`src/rtl/uart_pkg.sv`:
```
// Shared types and constants for the UART transmit path.
package uart_pkg;

  typedef enum logic [1:0] {
    IDLE,
    START,
    DATA,
    STOP
  } uart_tx_state_t;

  localparam int   UART_DATA_BITS  = 8;
  localparam int   UART_FRAME_BITS = 10;
  localparam logic UART_IDLE_LEVEL = 1'b1;

endpackage

```
`src/rtl/uart_tx_fifo.sv`:
```
// Small synchronous FIFO buffering bytes ahead of the serialiser.
// Head entry is visible combinationally on pop_data while not empty.
module uart_tx_fifo #(
  parameter int DATA_W = 8,
  parameter int DEPTH  = 4
) (
  input  logic                   clk,
  input  logic                   rst,
  input  logic [DATA_W-1:0]      push_data,
  input  logic                   push,
  output logic                   full,
  input  logic                   pop,
  output logic [DATA_W-1:0]      pop_data,
  output logic                   empty,
  output logic [$clog2(DEPTH):0] level
);

  localparam int            AW       = $clog2(DEPTH);
  localparam logic [AW:0]   FULL_CNT = (AW+1)'(DEPTH);

  logic [DATA_W-1:0] mem [DEPTH];
  logic [AW-1:0]     wr_ptr;
  logic [AW-1:0]     rd_ptr;
  logic [AW:0]       count;
  logic              do_push;
  logic              do_pop;

  // Full is taken from the registered count, so a pop never frees a slot
  // for a push in the same cycle.
  assign full     = (count == FULL_CNT);
  assign empty    = (count == '0);
  assign do_push  = push & ~full;
  assign do_pop   = pop & ~empty;
  assign pop_data = mem[rd_ptr];
  assign level    = count;

  // Pointer and occupancy tracking; pointers wrap naturally at DEPTH.
  always_ff @(posedge clk) begin
    if (rst) begin
      wr_ptr <= '0;
      rd_ptr <= '0;
      count  <= '0;
    end else begin
      if (do_push) wr_ptr <= wr_ptr + 1'b1;
      if (do_pop)  rd_ptr <= rd_ptr + 1'b1;
      case ({do_push, do_pop})
        2'b10:   count <= count + 1'b1;
        2'b01:   count <= count - 1'b1;
        default: count <= count;
      endcase
    end
  end

  // Storage array carries no reset; stale entries are unreachable.
  always_ff @(posedge clk) begin
    if (do_push) mem[wr_ptr] <= push_data;
  end

endmodule

```
`src/rtl/uart_tx.sv`:
```
// 8N1 serial transmitter: buffered bytes are framed and shifted out
// LSB first, CLKS_PER_BIT clocks per bit, line idling high.
module uart_tx #(
  parameter int CLKS_PER_BIT = 8,
  parameter int FIFO_DEPTH   = 4
) (
  input  logic                        clk,
  input  logic                        rst,
  input  logic [7:0]                  in_data,
  input  logic                        in_valid,
  output logic                        in_ready,
  output logic                        tx,
  output logic                        busy,
  output logic [$clog2(FIFO_DEPTH):0] fifo_level
);

  import uart_pkg::*;

  localparam int                          TW       = $clog2(CLKS_PER_BIT);
  localparam int                          BW       = $clog2(UART_DATA_BITS);
  localparam logic [TW-1:0]               TMAX     = TW'(CLKS_PER_BIT - 1);
  localparam logic [BW-1:0]               LAST_BIT = BW'(UART_DATA_BITS - 1);

  uart_tx_state_t              state;
  uart_tx_state_t              state_nxt;
  logic [TW-1:0]               timer;
  logic [TW-1:0]               timer_nxt;
  logic [BW-1:0]               bit_cnt;
  logic [BW-1:0]               bit_cnt_nxt;
  logic [UART_DATA_BITS-1:0]   shift;
  logic [UART_DATA_BITS-1:0]   shift_nxt;
  logic                        tx_q;
  logic                        tx_nxt;
  logic                        pop;
  logic                        bit_end;
  logic                        fifo_full;
  logic                        fifo_empty;
  logic [UART_DATA_BITS-1:0]   fifo_data;

  uart_tx_fifo #(
    .DATA_W (UART_DATA_BITS),
    .DEPTH  (FIFO_DEPTH)
  ) u_fifo (
    .clk       (clk),
    .rst       (rst),
    .push_data (in_data),
    .push      (in_valid),
    .full      (fifo_full),
    .pop       (pop),
    .pop_data  (fifo_data),
    .empty     (fifo_empty),
    .level     (fifo_level)
  );

  assign bit_end  = (timer == TMAX);
  assign in_ready = ~fifo_full;
  assign busy     = (state != IDLE) | ~fifo_empty;
  assign tx       = tx_q;

  // Next-state, line level and pop decision for the framing FSM.
  always_comb begin
    state_nxt   = state;
    timer_nxt   = bit_end ? '0 : timer + 1'b1;
    bit_cnt_nxt = bit_cnt;
    shift_nxt   = shift;
    tx_nxt      = tx_q;
    pop         = 1'b0;
    case (state)
      IDLE: begin
        timer_nxt = '0;
        tx_nxt    = UART_IDLE_LEVEL;
        if (!fifo_empty) begin
          pop       = 1'b1;
          shift_nxt = fifo_data;
          tx_nxt    = 1'b0;
          state_nxt = START;
        end
      end
      START: begin
        if (bit_end) begin
          tx_nxt      = shift[0];
          bit_cnt_nxt = '0;
          state_nxt   = DATA;
        end
      end
      DATA: begin
        if (bit_end) begin
          if (bit_cnt == LAST_BIT) begin
            tx_nxt    = UART_IDLE_LEVEL;
            state_nxt = STOP;
          end else begin
            // shift[1] becomes the new shift[0] on this edge
            shift_nxt   = shift >> 1;
            tx_nxt      = shift[1];
            bit_cnt_nxt = bit_cnt + 1'b1;
          end
        end
      end
      STOP: begin
        if (bit_end) begin
          if (!fifo_empty) begin
            // chain straight into the next start bit, no idle gap
            pop       = 1'b1;
            shift_nxt = fifo_data;
            tx_nxt    = 1'b0;
            state_nxt = START;
          end else begin
            state_nxt = IDLE;
          end
        end
      end
      default: begin
        tx_nxt    = UART_IDLE_LEVEL;
        state_nxt = IDLE;
      end
    endcase
  end

  // Control state; reset truncates any frame and returns the line high.
  always_ff @(posedge clk) begin
    if (rst) begin
      state   <= IDLE;
      timer   <= '0;
      bit_cnt <= '0;
      tx_q    <= UART_IDLE_LEVEL;
    end else begin
      state   <= state_nxt;
      timer   <= timer_nxt;
      bit_cnt <= bit_cnt_nxt;
      tx_q    <= tx_nxt;
    end
  end

  // Shift register is pure data and only meaningful once loaded on a pop.
  always_ff @(posedge clk) begin
    shift <= shift_nxt;
  end

endmodule

```
`config.mk`:
```
export PLATFORM = sky130hd
export DESIGN_NAME = uart_tx
export DESIGN_NICKNAME = d
export VERILOG_FILES = /design/src/rtl/uart_pkg.sv /design/src/rtl/uart_tx_fifo.sv /design/src/rtl/uart_tx.sv
export SDC_FILE = /design/constraint.sdc
export NUM_CORES = 1
export LEC_CHECK = 0
export ABC_AREA = 1
export CORE_UTILIZATION = 25
export CTS_CLUSTER_SIZE = 28
export DETAILED_ROUTE_END_ITERATION = 7
export GPL_ROUTABILITY_DRIVEN = 0
export PLACE_DENSITY = 0.49
export REMOVE_ABC_BUFFERS = 1
export SYNTH_ARGS = -nofsm -noshare
export SYNTH_HDL_FRONTEND = slang
export SYNTH_SLANG_ARGS = --single-unit
```
`constraint.sdc`:
```
create_clock -name clk -period 3.65 [get_ports clk]
set_clock_uncertainty 0.05 [all_clocks]
set_input_delay 0.5475 -clock clk [delete_from_list [all_inputs] [get_ports clk]]
set_output_delay 0.5475 -clock clk [all_outputs]
set_load 0.01 [all_outputs]
```
After elaboration in Yosys (flattened, before gate mapping)
Memory sizes are Yosys's and may differ from the RTL's. A register that Yosys moved wholly into a read port is not among the register bits.
Index checks and enable logic that the tools add are counted.

cells by class
  equal/unequal tests = 15
  bitwise gates (word level) = 5
  add/sub/neg operators = 6
  reduce and logical (&&, ||, !) cells = 11
  mux-type cells = 31

operators with widths
  operator                                           number
  2-to-1 mux 8 bit                                   4
  one-hot mux 8 bit (3 select lines)                 1
  2-to-1 mux 2 bit                                   7
  inequality test 2 bit (second input constant)      7
  one-hot mux 3 bit (2 select lines)                 2
  AND reduction 4 bit                                3
  2-to-1 mux 1 bit                                   11
  adder 3 x 1 -> 3 bit (second input constant)       3
  == test 3 bit (second input constant)              3
  2-to-1 mux 3 bit                                   3
  one-hot mux 2 bit (4 select lines)                 1
  == test 2 bit (second input constant)              3
  nonzero test 2 bit                                 3
  AND reduction 5 bit                                1
  adder 2 x 1 -> 2 bit (second input constant)       2
  == test 2 x 1 -> 1 bit (second input constant)     2
  one-hot mux 1 bit (4 select lines)                 1
  zero test 3 bit                                    1
  nonzero test 3 bit                                 1
  OR reduction 3 bit                                 1
  subtractor 3 x 1 -> 3 bit (second input constant)  1
  bitwise AND 1 bit                                  2
  zero test 2 bit                                    1
  inverter 1 bit                                     2
  other kinds (2)                                    2

storage, ports and cells
  logic and storage cells = 77
  memories kept = 1
  flip-flop bits (word level) = 24
  output and inout bits = 6
  RAM bits = 32

memories
  name        words  bits a word  rd ports  clocked after Yosys merged registers in  wr ports  RTL line            RTL
  u_fifo.mem  4      8            1         1                                        1         uart_tx_fifo.sv:21  logic [DATA_W-1:0] mem [DEPTH];

Depth between registers and ports, before layout
Gate-level depths: netlist of the first run.

  depth after elaboration = 7
  depth in mapped cells = 13
  gate-level depth less buffers = 13

By module
A second synthesis of the first run with hierarchy kept.

unflattened totals
  cell total of the unflattened synthesis = 275
  area, all modules = 2,677.6 µm²

modules (own cells, without submodules)
  module        cells an instance  area each (µm²)  sequential area each (µm²)  instances
  uart_tx_fifo  146                1,691.6          1,141.1                     1
  uart_tx       129                985.9            420.4                       1

Worst setup path before layout of the first run
Ideal clock, no wire load.

  path kind = reg-to-reg
  start = reg state[0]
  end = reg u_fifo.count[2], in the netlist u_fifo.level[2]
  path buffers = 0
  arrival time = 2.057 ns
  cell stages (with the launch flop) = 13
  slack = 1.421 ns
  clock period less this slack = 2.229 ns
  data required time = 3.478 ns
  cells stage by stage = dfxtp_1 inv_1 ha_1 inv_1 nand3_1 nor2_4 ha_1 inv_1 fa_1 a21oi_1 o21ai_0 o21ai_0 a21oi_1

between the ends
  longest elaborated chain between the ends = 5

RTL lines
  element                                                                   RTL line            RTL
  start: declaration                                                        uart_tx.sv:24       uart_tx_state_t state;
  start signal: assignment                                                  uart_tx.sv:127      state <= state_nxt;
  == test 2 bit or zero test 2 bit (tied branches)                          uart_tx.sv:68       case (state)
  one-hot mux 1 bit (2 select lines) *                                      uart_tx.sv:68
  bitwise AND 1 bit *                                                       uart_tx_fifo.sv:33  assign do_pop = pop & ~empty;
  named net u_fifo.do_pop                                                   uart_tx_fifo.sv:26  logic do_pop;
  == test 2 x 1 -> 1 bit or == test 2 bit (tied branches)                   uart_tx_fifo.sv:46  case ({do_push, do_pop})
  one-hot mux 3 bit (2 select lines) or nonzero test 2 bit (tied branches)  n/a
  end signal: assignment                                                    uart_tx_fifo.sv:47  2'b10: count <= count + 1'b1;
  end signal: assignment                                                    uart_tx_fifo.sv:48  2'b01: count <= count - 1'b1;
  end signal: assignment                                                    uart_tx_fifo.sv:49  default: count <= count;
  end: declaration                                                          uart_tx_fifo.sv:24  logic [AW:0] count;

Mark *: on every way through the listed nets, which the timed path passes. The rest lies on a longest branch.
A chain may end at the register's enable or synchronous reset.

Final worst setup path of the first run
Same ends and word-level chain as after synthesis.

==> results.txt, run 1 <==
Clock-pin slew was measured on the worst setup and hold paths at 0.07 ns. Once placement finished, the instance area stood at 2860 um2. Compared with the post-synthesis result, the final layout area differs by 19.1%. The pre-antenna-repair detailed-routing pass consisted of 4 iterations. The logs give 17 for the number of I/O pins and 0 for the post-CTS repair timing setup buffer count. The number of cells on the worst reg-to-reg path is 12.

Setup violations remaining at the end of the flow were counted as 0. Port buffering added 16 buffers. For this configuration, the core starts out at a cell density of 26.0%. Worst slew slack as a fraction of its limit: 46.3%.

The number of global-route vias before repair came out at 1615. Root buffer cell: clkbuf_8. Counting I/O delays and the setup requirement, the final critical path takes 2.42 ns.

Of the cells placed in the final design, the portion with a size suffix greater than 1 is 9.78%. The class of the worst hold path was reg2reg. Entering global routing, the biggest net connects 19 pins. The flow ran to the end, and the final reports show no timing, DRC or antenna violations. The number of enable flip-flop cells after synthesis is 40, and the slew of the pin with the lowest slew margin is 0.803 ns. For the portion of the post-synthesis area used by sequential elements, the log shows 60.8%.

Cells fill 31.0% of the core in the end. Total via count after detailed routing: 1689. The setup path with the least slack is of type reg2reg.

The period utilization is 66.4%. TritonCTS created 9 clock buffers. The detailed-route wire length per cell is 11.6 um. Fraction of registers with async set or reset after synthesis: 0%. The number of instances on the worst hold path is 1. TritonCTS built the clock tree. For the post-route cell area, the log shows 3060 um2. Largest fanout on the critical path: 6. Counting instances in the post-synthesis netlist gives the leading cell types as 40 x edfxtp_1, 40 x nand2_1, 28 x nor2_1.

The placeable core region is 9860 um2, and the post-route worst setup slack is 1.23 ns. The logs give 249 for the instance count of the mapped netlist and 3.32 mm for the HPWL after detailed placement. In this run the vertical extent of the chip is 103 um.

After synthesis, the cell types taking the most area are edfxtp_1 47%, dfxtp_1 14%, ha_1 7.3%, nand2_1 5.9%, o21ai_0 5.1%. The tools report the final cell count without fillers as 409. For the required time of the critical path, the log shows 3.82 ns. After global routing the overflow that remains totals 0. A synthesized cell averages 10.3 um2. In this run the core area contains 36 standard-cell rows.

For the arrival time at the worst endpoint, the log shows 2.59 ns. The repair_antennas step left the layout with diodes totalling 0. The die covers 10700 um2. STA classifies the critical path startpoint as a register.

The total power per unit cell area came out at 736 nW/um2. The logs give 0.413 GHz for the highest clock frequency the design can meet and 58 for the total number of clock tree sinks. The logs give 0 for the total of cells resized after clock tree synthesis and 0 for the final number of max-transition violations. The detailed router finished its first iteration with 68 violations.

In the final timing run, aggregate negative setup slack is 0 ns. At the placement stage, the worst setup path has a slack of 1.24 ns. In the synthesized netlist the dominant register cell turns out to be edfxtp_1.

Using the TritonRoute via totals, the vias-per-cell ratio works out to 4.13. Across every metal layer, demand over resource in global routing totals 10.3%. The number of placed instances, taps included is 393. The total of warnings raised by yosys is 0, and the number of buffers on the longest clock path is 2.

In this run the static leakage power is 1.17 nW. The first global-routing pass estimated 7.84 mm of wire. Overall power consumption after layout is estimated at 2.25 mW. STA classifies the critical path endpoint as a register. After synthesis, the netlist uses 26 different library cells. The cts-stage hold buffer count was 0; the fraction of post-synthesis cell area in the top cell type by area was 46.8%.

The tools report the count of unresolved DRC violations after routing as 0. Chip width: 103 um. Summed over all instances, the cell type with the most area after synthesis is edfxtp_1. The worst IR drop on VDD is 0.179 mV, and the remaining number of nets flagged by the antenna check after routing is 0.

After detailed routing, the total wire length is 4.76 mm. The net count of the finished layout is 298. In this run, synthesis produced a sequential element count of 58.

Setup repair after global routing left no endpoint under its margin. The number of antenna violations at the first check in global routing came out at 0. On the final layout, the worst hold slack is 0.371 ns. The CTS H-tree depth was 3. The tools report the count of final hold-check violations as 0. For the worst-skew pair, the clock arrives at the later sink with an insertion delay of 0.33 ns. The cell area that synthesis handed to floorplanning was 2570 um2.

The max-cap violation count came out at 0.
[layout make-up]
type,instances,area (um2)
clock inverters,7,70.1
clock buffers,9,124
multi-input cells,155,857
repair buffers,16,160
flip-flops and latches,58,1560
well taps,133,166
fillers,996,6810
inverters,31,116
[layer usage]
metal / global-route usage (%) / share of wire, %
met2: 16.5 / 47
met4: 6.83 / 1.8
met3: 2.82 / 2.6
met1: 12.2 / 48
met5: 0 / 0
[cells by family after synthesis]
family	Yosys count	synth area share, %
simple gates	87	14.6
flops	58	60.8
compound gates	52	10.7
buf+inv	36	5.75
fa+ha+maj	16	8.09
[placed cells by master (no fill, tap or decap)]
| cell | synthesis | layout |
|---|---|---|
| nand3_2 | 1 | 1 |
| dfxtp_1 | 18 | 18 |
| ha_1 | 15 | 15 |
| a21oi_1 | 15 | 15 |
| inv_1 | 27 | 27 |
| clkbuf_8 | 0 | 9 |
| clkinv_2 | 0 | 1 |
| or2_1 | 1 | 1 |
| clkdlybuf4s50_1 | 0 | 16 |
| o21a_1 | 1 | 1 |
| nand4_1 | 1 | 1 |
| nand2_2 | 2 | 2 |
| nor2_4 | 1 | 1 |
| o22ai_1 | 7 | 7 |
| edfxtp_1 | 40 | 40 |
| nor2_2 | 2 | 2 |
| o21ai_0 | 26 | 26 |
| nand3_1 | 9 | 9 |
| inv_2 | 4 | 4 |
| o21ai_1 | 2 | 2 |
| clkinvlp_4 | 0 | 3 |
| a21oi_2 | 1 | 1 |
| fa_1 | 1 | 1 |
| nor3_2 | 1 | 1 |
| clkinv_4 | 0 | 1 |
| nor2_1 | 28 | 28 |
| nor3_1 | 1 | 1 |
| bufinv_16 | 0 | 1 |
| nand2_1 | 40 | 40 |
| clkinv_1 | 0 | 1 |
[registers in the layout, indices dropped and copies added (netlist names), named ones only]
| register | flops |
|---|---|
| u_fifo.level | 3 |
| state | 2 |
| u_fifo.mem | 32 |
| u_fifo.wr_ptr | 2 |
| timer | 3 |
| shift | 8 |
| tx | 1 |
| u_fifo.rd_ptr | 2 |
| bit_cnt | 3 |
[worst max-delay path, cell delays in order (launching register included)]
cell	delay [ns]
dfxtp_1	0.43
inv_1	0.12
ha_1	0.32
inv_1	0.06
nand3_1	0.12
nor2_4	0.14
ha_1	0.15
inv_1	0.06
fa_1	0.38
a21oi_1	0.14
o21ai_0	0.12
o21ai_0	0.16
a21oi_1	0.05
[power breakdown]
group	internal, mW	leakage (nW)	switching (mW)	total [mW]
Clock	0.312	0.0889	0.260	0.572
Sequential	0.876	0.521	0.0883	0.964
Combinational	0.256	0.557	0.456	0.712
Total	1.44	1.17	0.805	2.25
[final timing paths]
| check | startpoint | endpoint | slack [ns] |
|---|---|---|---|
| worst min-delay path | timer[0] | timer[0] | 0.37 |
| worst min register to register | timer[0] | timer[0] | 0.37 |
| worst max-delay path | state[0] | u_fifo.level[2] | 1.23 |
| worst max register to register | state[0] | u_fifo.level[2] | 1.23 |
Note: power is estimated with default switching activity, not from simulation.
==> inputs of run 2 (changes only) <==
--- a/config.mk
+++ b/config.mk
@@ -10,7 +10,7 @@
 export CTS_CLUSTER_SIZE = 28
 export DETAILED_ROUTE_END_ITERATION = 7
 export GPL_ROUTABILITY_DRIVEN = 0
-export PLACE_DENSITY = 0.49
+export PLACE_DENSITY = 0.51
 export REMOVE_ABC_BUFFERS = 1
 export SYNTH_ARGS = -nofsm -noshare
 export SYNTH_HDL_FRONTEND = slang
==> constraint.sdc (replaced) <==
create_clock -name clk -period 2.15 [get_ports clk]
set_clock_uncertainty 0.05 [all_clocks]
set_input_delay 0.3225 -clock clk [delete_from_list [all_inputs] [get_ports clk]]
set_output_delay 0.3225 -clock clk [all_outputs]
set_load 0.01 [all_outputs]
==> run 2 against run 1 <==
Wire length up 3.7%. First-iteration DRC count down 28%. Final cell count up 4.6%. Register-to-register slack worse by 1.2 ns. Via count up 6.0%. Highest routed layer unchanged. Design area up 6.5%. Largest cell class unchanged. Utilization up 2.0 points.
==> results.txt, run 2 (synthesis results as in run 1) <==
The tools report the floorplan die area as 10700 um2 (unchanged). The proportion of layout cells with a drive suffix above 1 is 22.0% (was 9.78%). The type of the worst setup path is reg2reg (unchanged). The number of nets in the layout came out at 317 (was 298).

The clock transition at the registers of the reported paths was 0.07 ns (about the same); the number of I/O pins was 17 (unchanged). The wire length of the first global-routing pass came out at 8.07 mm (was 7.84 mm). The number of flip-flops in the largest register came out at 32 (unchanged). The run gives 22.1% (was 25.5%) as the clock network fraction of design power. The arrival time at the worst endpoint was 2.25 ns (was 2.59 ns). The tools report the category of the worst setup path capture point as a register (unchanged). The total leakage power was 1.25 nW (was 1.17 nW); the ratio of routed vias to standard cells was 4.18 (was 4.13).

The part of the total power dissipated in combinational logic was 36.4% (was 31.7%); the starting DRC count in detailed routing was 49 (was 68). The run gives 4 (unchanged) as the number of search-and-repair iterations in the first detailed-routing pass. For the number of antenna violations at the first check in global routing, the log shows 0 (unchanged). The required time of the critical path is 2.32 ns (was 3.82 ns). For the initial core utilization, the log shows 26.0% (unchanged).

The highest clock frequency the design can meet was 0.481 GHz (was 0.413 GHz). The run gives 9860 um2 (unchanged) as the placeable core region. Class of the worst hold path: reg2reg (unchanged). The number of buffers on the longest clock path was 2 (unchanged); the CTS H-tree depth was 3 (unchanged). The worst IR drop on VDD was 0.389 mV (was 0.179 mV); the final number of max-transition violations was 0 (unchanged).

Registers with the most flip-flops: u_fifo.mem (32), shift (8) (unchanged). Top library cells by usage in the layout, fill and taps aside: 40 x nand2_1, 40 x edfxtp_1, 28 x nor2_1 (unchanged). The largest fanout on the critical path was 2 (was 6); the depth of the worst register-to-register path was 12 (unchanged). Cell area reported after detailed placement: 2990 um2 (was 2860 um2).

The global-route usage over all layers is 10.4% (was 10.3%). The switching power was 1.43 mW (was 805 uW). Launching element type of the critical path: a register (unchanged). The register with the most flip-flops is u_fifo.mem (unchanged). The signed area change from the synthesized netlist to the final layout came out at 26.8% (was 19.1%). The register share of total power is 41.6% (was 42.9%). The run gives 58 (unchanged) as the total number of clock tree sinks. The slew of the pin with the lowest slew margin is 0.404 ns (was 0.803 ns). TritonCTS built the clock tree.

The HPWL after detailed placement came out at 3.46 mm (was 3.32 mm). The run finished with clean final reports. For the source-to-sink clock delay at the later pin of the worst-skew pair, the log shows 0.33 ns (about the same). The share of the core filled with cells is 33.0% (was 31.0%). For the number of cell rows, the log shows 36 (unchanged). Count of unresolved DRC violations after routing: 0 (unchanged). The count of buffers inserted at the top-level ports is 16 (unchanged), and the global route total overflow is 0 (unchanged). The chip width works out to 103 um (unchanged).

The tools report the remaining number of nets flagged by the antenna check after routing as 0 (unchanged). The logs give 9 (unchanged) for the number of clock buffers inserted by TritonCTS and 4.94 mm (was 4.76 mm) for the total wirelength of the detailed-routed design. The filler cell count in the final layout was 998 (was 996). The number of global-route vias before repair is 1690 (was 1615), and the net switching share of the total power is 36.6% (was 35.8%).

Number of diodes added for antenna fixing: 0 (unchanged). For the count of final hold-check violations, the log shows 0 (unchanged). The logs give 3250 um2 (was 3060 um2) for the post-route cell area and 0 (unchanged) for the max-cap violation count. The detailed-route wire length per cell is 11.5 um (was 11.6 um), and the number of instances on the worst hold path is 1 (unchanged). Total via count after detailed routing: 1790 (was 1689). The minimum clock period was 2.08 ns (was 2.42 ns); the largest net degree at the start of global routing was 16 (was 19). The tools report the root buffer cell as clkbuf_8 (unchanged).

The run gives 2.48 mW (was 1.44 mW) as the internal power summed over all cells. The die outline height is 103 um (unchanged). The period utilization was 96.8% (was 66.4%); the final number of setup-violating endpoints was 0 (unchanged). The total power per unit cell area is 1200 nW/um2 (was 736 nW/um2), and the worst slew slack as a fraction of its limit is 73.0% (was 46.3%).
## run 2: changes by cell type in the layout (fill, tap and decap cells not counted), moves of 4 or more
cell	previous run	this run
inv_1	27	21
buf_4	0	17
ha_4	0	4
ha_1	15	10
dfxtp_2	0	4
inv_2	4	10
dfxtp_1	18	14
## run 2: power by group through the flow
stage,clock network (mW),registers (mW),logic (mW)
2_1_floorplan,0,1.63,0.843
3_3_place_gp,0,1.64,1.33
3_5_place_dp,0,1.64,1.34
4_1_cts,0.890,1.62,1.36
5_1_grt,0.944,1.66,1.62
6_report,0.863,1.63,1.42
## run 2: area by class of cell
class	count	area [um2]	area share, %
sequential	58	1570	48.1
multi-input combinational	155	925	28.4
timing repair buffer	35	310	9.53
tap	133	166	5.11
clock buffer	9	124	3.81
inverter	31	116	3.58
clock inverter	7	46.3	1.42
## run 2: what timing repair did
| item | 4_1_cts | 5_1_grt |
|---|---|---|
| gates resized for setup | 3 | 24 |
| hold buffers | 0 | 0 |
| buffers inserted | 0 | 2 |
| endpoints found under the setup margin | 1 | 1 |
| pin swaps | 0 | 10 |
## run 2: per-layer routing
metal,vias to the layer above,GRT usage [%],wire (um)
met5,-,0,0
met4,0,5.85,99
met3,5,3.29,140
met2,21,16.4,2430
met1,839,12.8,2270
li1,925,-,-
## run 2: stage by stage
stage	worst slack, ns	hold slack (ns)	setup TNS [ns]	power (mW)	instances
finish	0.0691	0.379	0	3.91	428
global route	-0.0294	0.394	-0.0294	4.22	428
CTS	0.00312	0.377	0	3.87	426
detailed placement	-0.0498	0.367	-0.0498	2.98	410
global placement	0.0180	0.357	0	2.97	410
floorplan	-0.0790	0.335	-0.0790	2.48	244
## run 2: final timing paths
kind,start,end,slack (ns)
setup / recovery,state[1],u_fifo.level[2],0.07
hold / removal,timer[0],timer[0],0.38
setup reg to reg,state[1],u_fifo.level[2],0.07
hold reg to reg,timer[0],timer[0],0.38
## run 2: worst max-delay path, stage by stage (launching register included)
cell     delay, ns
dfxtp_2       0.34
inv_2         0.04
ha_2          0.28
inv_2         0.05
nand3_2       0.10
nor2_4        0.14
ha_4          0.14
inv_2         0.04
fa_2          0.38
a21oi_2       0.16
o21ai_2       0.08
o21ai_1       0.13
a21oi_1       0.05
==> inputs of run 3 (changes only) <==
--- a/config.mk
+++ b/config.mk
@@ -12,6 +12,7 @@
 export GPL_ROUTABILITY_DRIVEN = 0
 export PLACE_DENSITY = 0.51
 export REMOVE_ABC_BUFFERS = 1
+export SLEW_MARGIN = 20
 export SYNTH_ARGS = -nofsm -noshare
 export SYNTH_HDL_FRONTEND = slang
 export SYNTH_SLANG_ARGS = --single-unit
==> results of run 3 <==
Final layout, timing and power as in run 2 (identical DEF).
